==> config.mk <==
export PLATFORM = sky130hd
export DESIGN_NAME = cmult_acc
export DESIGN_NICKNAME = d
export VERILOG_FILES = /design/src/rtl/cmult_acc.sv
export SDC_FILE = /design/constraint.sdc
export NUM_CORES = 1
export LEC_CHECK = 0
export BUFFER_PORTS_ARGS = -buffer_cell sky130_fd_sc_hd__buf_4
export CAP_MARGIN = 20
export CORE_UTILIZATION = 35
export CTS_CLUSTER_DIAMETER = 30
export CTS_CLUSTER_SIZE = 20
export DETAILED_ROUTE_END_ITERATION = 8
export PLACE_DENSITY = 0.52
export SYNTH_ARGS = -nofsm -noshare
export SYNTH_HDL_FRONTEND = slang
export SYNTH_HIERARCHICAL = 1
export SYNTH_SLANG_ARGS = --single-unit
==> constraint.sdc <==
create_clock -name clk -period 4.8 [get_ports clk]
set_input_delay 0.24 -clock clk [delete_from_list [all_inputs] [get_ports clk]]
set_output_delay 0.24 -clock clk [all_outputs]
set_load 0.005 [all_outputs]
==> src/rtl/cmult_acc.sv <==
// Small generic FIFO; registered storage, combinational head. Push into a full FIFO succeeds
// only when a pop happens on the same edge. Otherwise the push is ignored.
module fifo #(
  parameter int W     = 8,
  parameter int DEPTH = 2
) (
  input  logic         clk,
  input  logic         rst,
  input  logic         clr,
  input  logic         push,
  input  logic [W-1:0] push_dat,
  input  logic         pop,
  output logic [W-1:0] pop_dat,
  output logic         empty,
  output logic         full
);
  localparam int AW = (DEPTH > 1) ? $clog2(DEPTH) : 1;

  logic [W-1:0]  mem [DEPTH];
  logic [AW-1:0] wr_ptr;
  logic [AW-1:0] rd_ptr;
  logic [AW:0]   count;
  logic          do_push;
  logic          do_pop;

  assign empty   = (count == '0);
  assign full    = (count == (AW+1)'(DEPTH));
  assign do_pop  = pop && !empty;
  assign do_push = push && (!full || do_pop);
  assign pop_dat = mem[rd_ptr];

  always_ff @(posedge clk or posedge rst) begin
    if (rst) begin
      wr_ptr <= '0;
      rd_ptr <= '0;
      count  <= '0;
      for (int i = 0; i < DEPTH; i++) mem[i] <= '0;
    end else if (clr) begin
      wr_ptr <= '0;
      rd_ptr <= '0;
      count  <= '0;
    end else begin
      if (do_push) begin
        mem[wr_ptr] <= push_dat;
        wr_ptr      <= wr_ptr + AW'(1);
      end
      if (do_pop) rd_ptr <= rd_ptr + AW'(1);
      case ({do_push, do_pop})
        2'b10:   count <= count + (AW+1)'(1);
        2'b01:   count <= count - (AW+1)'(1);
        default: count <= count;
      endcase
    end
  end
endmodule

// Sums LEN complex samples per frame and saturates each component to N bits. The result is
// buffered one cycle after the last sample in a 2-deep FIFO. A result arriving while the FIFO is full is dropped and err_drop is set.
module cmult_acc #(
  parameter int N   = 32,
  parameter int Q   = 22,
  parameter int LEN = 16,
  parameter int G   = 4
) (
  input  logic                     clk,
  input  logic                     rst,
  input  logic                     clr,
  input  logic                     in_valid,
  input  logic [N-1:0]             in_re,
  input  logic [N-1:0]             in_im,
  output logic                     out_valid,
  input  logic                     out_ready,
  output logic [N-1:0]             out_re,
  output logic [N-1:0]             out_im,
  output logic                     out_sat,
  output logic                     err_drop,
  output logic [$clog2(LEN)-1:0]   frame_pos
);
  localparam int              PW       = $clog2(LEN);
  localparam int              AW       = N + G;
  localparam logic [PW-1:0]   LAST_POS = PW'(LEN - 1);

  if (G < $clog2(LEN)) begin : g_guard_check
    $error("cmult_acc: G must be at least clog2(LEN)");
  end
  if (LEN < 2 || LEN > 1024) begin : g_len_check
    $error("cmult_acc: LEN must be in 2..1024");
  end
  if (Q < 0 || Q >= N) begin : g_q_check
    $error("cmult_acc: Q must be in 0..N-1");
  end

  logic signed [AW-1:0] acc_re, acc_im;
  logic signed [AW-1:0] ext_re, ext_im;
  logic signed [AW-1:0] sum_re, sum_im;
  logic [N:0]           sat_re, sat_im;
  logic                 last;
  logic                 push;
  logic                 pop;
  logic                 fifo_full;
  logic                 fifo_empty;
  logic [2*N:0]         push_dat;
  logic [2*N:0]         pop_dat;

  // Returns {saturated, value}; the sum fits in N bits only if the top G+1 bits agree.
  function automatic logic [N:0] saturate(input logic signed [AW-1:0] s);
    logic [N:0] r;
    if (s[AW-1:N-1] == '0 || s[AW-1:N-1] == '1) r = {1'b0, s[N-1:0]};
    else if (s[AW-1])                           r = {1'b1, 1'b1, {(N-1){1'b0}}};
    else                                        r = {1'b1, 1'b0, {(N-1){1'b1}}};
    return r;
  endfunction

  assign ext_re = {{G{in_re[N-1]}}, in_re};
  assign ext_im = {{G{in_im[N-1]}}, in_im};
  assign sum_re = ((frame_pos == '0) ? '0 : acc_re) + ext_re;
  assign sum_im = ((frame_pos == '0) ? '0 : acc_im) + ext_im;
  assign sat_re = saturate(sum_re);
  assign sat_im = saturate(sum_im);

  assign last     = (frame_pos == LAST_POS);
  assign push     = in_valid && last && !clr;
  assign pop      = out_valid && out_ready;
  assign push_dat = {sat_re[N-1:0], sat_im[N-1:0], sat_re[N] | sat_im[N]};

  always_ff @(posedge clk or posedge rst) begin
    if (rst) begin
      frame_pos <= '0;
      acc_re    <= '0;
      acc_im    <= '0;
    end else if (clr) begin
      frame_pos <= '0;
      acc_re    <= '0;
      acc_im    <= '0;
    end else if (in_valid) begin
      frame_pos <= last ? '0 : frame_pos + PW'(1);
      // The final sample goes straight to the FIFO; the next frame reloads the accumulators.
      if (!last) begin
        acc_re <= sum_re;
        acc_im <= sum_im;
      end
    end
  end

  always_ff @(posedge clk or posedge rst) begin
    if (rst)                                err_drop <= 1'b0;
    else if (clr)                           err_drop <= 1'b0;
    else if (push && fifo_full && !pop)     err_drop <= 1'b1;
  end

  fifo #(.W(2*N+1), .DEPTH(2)) u_out_fifo (
    .clk      (clk),
    .rst      (rst),
    .clr      (clr),
    .push     (push),
    .push_dat (push_dat),
    .pop      (pop),
    .pop_dat  (pop_dat),
    .empty    (fifo_empty),
    .full     (fifo_full)
  );

  assign out_valid = !fifo_empty;
  assign out_re    = pop_dat[2*N:N+1];
  assign out_im    = pop_dat[N:1];
  assign out_sat   = pop_dat[0];
endmodule

==> metrics.md <==
| Metric | Value |
|---|---|
| Run status | `finished clean` |
| Post-synth top area cell | `dfrtp_1` |
| Final Max Slew Viols | `0` |
| CTS Buf Count | `59` |
| Initial Utilization | `a little over a third` |
| Initial antenna violation count | `0` |
| CTS max path bufs | `3` |
| Routed vias/inst | `5.24` |
| Placed insts | `2041` |
| Antenna-violating nets left | `0` |
| Net Count, Synth | `about 1600` |
| Full die area | `40500 sq um` |
| Max VDD drop | `280 uV` |
| Clk pin slew, worst setup/hold paths | `roughly 40 ps` |
| I/O Buffers | `about 140` |
| Max incr delay on CP | `just under 600 ps` |
| Num ports | `140` |
| Most common cell after layout, fill and taps aside | `dfrtp_1` |
| Clk root buf | `clkbuf_16` |
| Tmin final | `4580 ps` |
| Post-Layout Cell Count | `roughly 2200` |
| Arrival @ worst endpoint | `5050 ps` |
| Final Hold Vio Count | `0` |
| Synth unique cells | `69` |
| Comb pwr share | `approximately 15%` |
| Final setup margin | `between 200 and 250 ps` |
| Internal power | `~4.9 mW` |
| Switching share of total power | `between 20 and 30%` |
| Overall routing resource usage | `20.4%` |
| First-pass GRT wire length | `65200 um` |
| Fmax | `around 220 MHz` |
| Slew headroom | `a little over a third` |
| Hold WC Path Type | `in -> reg` |
| Drt pass-1 iters | `5` |
| Vert. Die Dim | `201 um` |
| Sequential Power Share | `a little over a quarter` |
| Commonest cells after routing, fill and taps aside | `210 x dfrtp_1, 173 x buf_4, 157 x mux2_2` |
| Max layer used | `met4` |
| Worst reg2reg path depth | `18` |
| Routed wire per std cell | `about 19 um` |
| Capturing point of the worst reg2reg path | `u_out_fifo/mem[48]` |
| Critical path capture point type | `flop` |
| Routed met1 length | `approximately 18000 um` |
| Tcrit/Tclk final | `a little over nine tenths` |
| Leakage | `approximately 8.7 nW` |
| Pre-CTS setup slack | `about 110 ps` |
| Min-delay src | `in_re[0]` |
| Post-synth ARST share | `100%` |
| Ys flop type | `dfrtp_1` |
| Core outline area | `between 30000 and 40000 sq um` |
| Largest net degree at the start of global routing | `between 50 and 60` |
| Slowest CP cell | `or4_4` |
| N_diodes | `0` |
| Layout Skew | `roughly 18 ps` |
| Post-Synthesis Cells | `about 1400` |
| Synth area leaders | `dfrtp_1 38%, mux2_2 13%, ha_1 6.5%` |
| Clk sinks | `211` |
| Met3 WL post-DR | `about 1800 um` |
| Setup CP Type | `reg -> reg` |
| Hold endpoint | `acc_re[0]` |
| Synthesis-to-layout area growth | `27.6%` |
| First DRT Iteration DRCs | `441` |
| Clock power frac | `57.8%` |
| Cell family with most CP delay | `simple AND/OR/NAND/NOR gates` |
| Sequential fraction of the synthesis area | `about 38%` |
| Worst-Margin Slew | `970 ps` |
| Vias in the first global route | `about 12000` |
| Syn_area_per_cell | `9.73 sq um` |
| Final setup vio count | `0` |
| Synth Cell Area | `roughly 14000 sq um` |
| Sw Pwr | `1.88 mW` |
| Ys Warns | `6` |
| Post-synth EDFFs | `0` |
| RePlAce Congestion | `roughly 0.88` |
| Vias after detailed routing | `between 10000 and 15000` |
| Clk_lat worst skew | `roughly 600 ps` |
| Worst endpoint required time | `around 5300 ps` |
| Worst-path cell chain | `inv_1, ha_1, nand2_2, buf_4, and2_1, ha_2, nand4_1, or2_1, or4_1, o22ai_4, o21ai_4, o31ai_2, xnor2_1, or4_4, nand2b_4, buf_8, o21ai_1, mux2_2` |
| WHS | `between 90 and 100 ps` |
| Post-synth top area share | `around 38%` |
| Reg2Reg Launch Point | `frame_pos[1]` |
| Layout cell share with drive strength beyond 1 | `32.2%` |
| Power per cell area | `between 300 and 400 nW/um^2` |
| Post-DP HPWL | `around 29000 um` |
| Hold Path Cell Cnt | `4` |
| Total gr overflow | `0` |
| MaxCap Viol Count | `0` |
| Max H-tree Level | `2` |
| DRC Markers | `0` |
| Seq cells post-synth | `between 200 and 250` |
| Worst-path maximum fanout | `18` |
| Final wirelength | `between 40000 and 50000 um` |
| Clock tree from TritonCTS | `built` |
| Final #Nets | `around 1700` |
| Reg-to-reg slack, setup | `between 200 and 250 ps` |
| CP bufs+invs | `3` |
| DIE WIDTH | `201 um` |
| FP Rows | `72` |
| Routed wl met2 | `roughly 20000 um` |
| Startpoint type of the worst setup path | `flop` |
-- through the flow --
stage	TNS, ps	total power, mW	utilization, %	cell area (sq um)
finish	0	6.77	45.6	17700
global route	-18.0	7.08	45.6	17700
CTS	0	6.85	45.2	17600
detailed placement	0	2.87	40.0	15500
global placement	0	2.86	40.0	15500
floorplan	0	2.53	-	13900
-- metal layers --
| metal | vias up | GRT usage (%) |
|---|---|---|
| met3 | 57 | 3.32 |
| met5 | - | 0 |
| met1 | 5575 | 25.6 |
| li1 | 5447 | - |
| met2 | 228 | 35.1 |
| met4 | 0 | 7.39 |
-- kinds of logic after synthesis --
| kind of cell | share of synthesized area [%] |
|---|---|
| and+or+nand+nor | 13.8 |
| AOI/OAI and AO/OA | 16.6 |
| DFF | 38.0 |
| muxes | 17.1 |
| buffers and inverters | 3.60 |
| adders and majority gates | 6.77 |
| xor gates and xnor gates | 4.16 |
-- cell type report --
cell class / instances / area [sq um]
inverters: 33 / 128
multi-input cells: 1103 / 8230
fillers: 3783 / 21200
repair buffers: 181 / 1420
well taps: 518 / 648
flip-flops and latches: 211 / 5280
clock inverters: 36 / 404
clock buffers: 75 / 1630
-- power by group through the flow --
stage | logic (mW) | clock network [mW] | registers [mW]
2_1_floorplan | 0.647 | 0 | 1.88
3_3_place_gp | 0.972 | 0 | 1.88
3_5_place_dp | 0.981 | 0 | 1.88
4_1_cts | 0.988 | 4.00 | 1.86
5_1_grt | 1.11 | 4.10 | 1.86
6_report | 0.997 | 3.92 | 1.86
-- sequential cells by signal, indices dropped and copies added (netlist names) --
name / cells
u_out_fifo/count: 2
frame_pos: 4
u_out_fifo/rd_ptr: 1
err_drop: 1
u_out_fifo/mem: 130
u_out_fifo/wr_ptr: 1
acc_re: 36
acc_im: 36
-- worst max-delay path by stage --
stage                      start            endpoint  slack, ps  cells past startpoint
global placement    frame_pos[0]  u_out_fifo/mem[65]         40                     17
floorplan           frame_pos[0]  u_out_fifo/mem[60]        570                     18
CTS                 frame_pos[1]  u_out_fifo/mem[48]         80                     18
detailed placement  frame_pos[1]  u_out_fifo/mem[48]        110                     18
global route        frame_pos[1]  u_out_fifo/mem[48]         -7                     18
finish              frame_pos[1]  u_out_fifo/mem[48]        220                     18
-- what timing repair did --
| item | CTS | global route |
|---|---|---|
| endpoints found under the hold margin | 96 | 0 |
| gates resized for setup | 0 | 21 |
| endpoints found under the setup margin | 0 | 90 |
| hold buffers | 3 | 0 |
| setup buffers | 0 | 2 |
-- cells in the mapped netlist (4+ instances only) --
cell type / number
nand2b_1: 11
o21a_1: 14
nor3_1: 11
a31oi_1: 7
xor2_1: 36
and3_1: 5
buf_6: 8
o21bai_1: 10
clkbuf_1: 62
a21o_1: 25
a21oi_1: 112
dfrtp_1: 211
o211ai_1: 10
nand2_1: 98
nand4_1: 17
nand3_1: 22
a211oi_1: 17
nor2b_1: 10
buf_2: 10
mux2_4: 39
mux2_2: 157
and2_1: 91
ha_1: 72
inv_1: 32
o21ai_1: 21
o21ai_2: 12
nor2_1: 103
o31ai_1: 6
a31o_2: 5
o21ai_0: 104
xnor2_1: 30
or2_2: 4
-- tightest hold or removal path, delay by kind of cell --
kind	cells	cell delay [ps]
adder cells (fa/ha/maj)	1	150
AO/OA/AOI/OAI	1	120
buffers and inverters	1	100
AND/OR/NAND/NOR	1	50
Note: power is estimated with default switching activity, not from simulation.
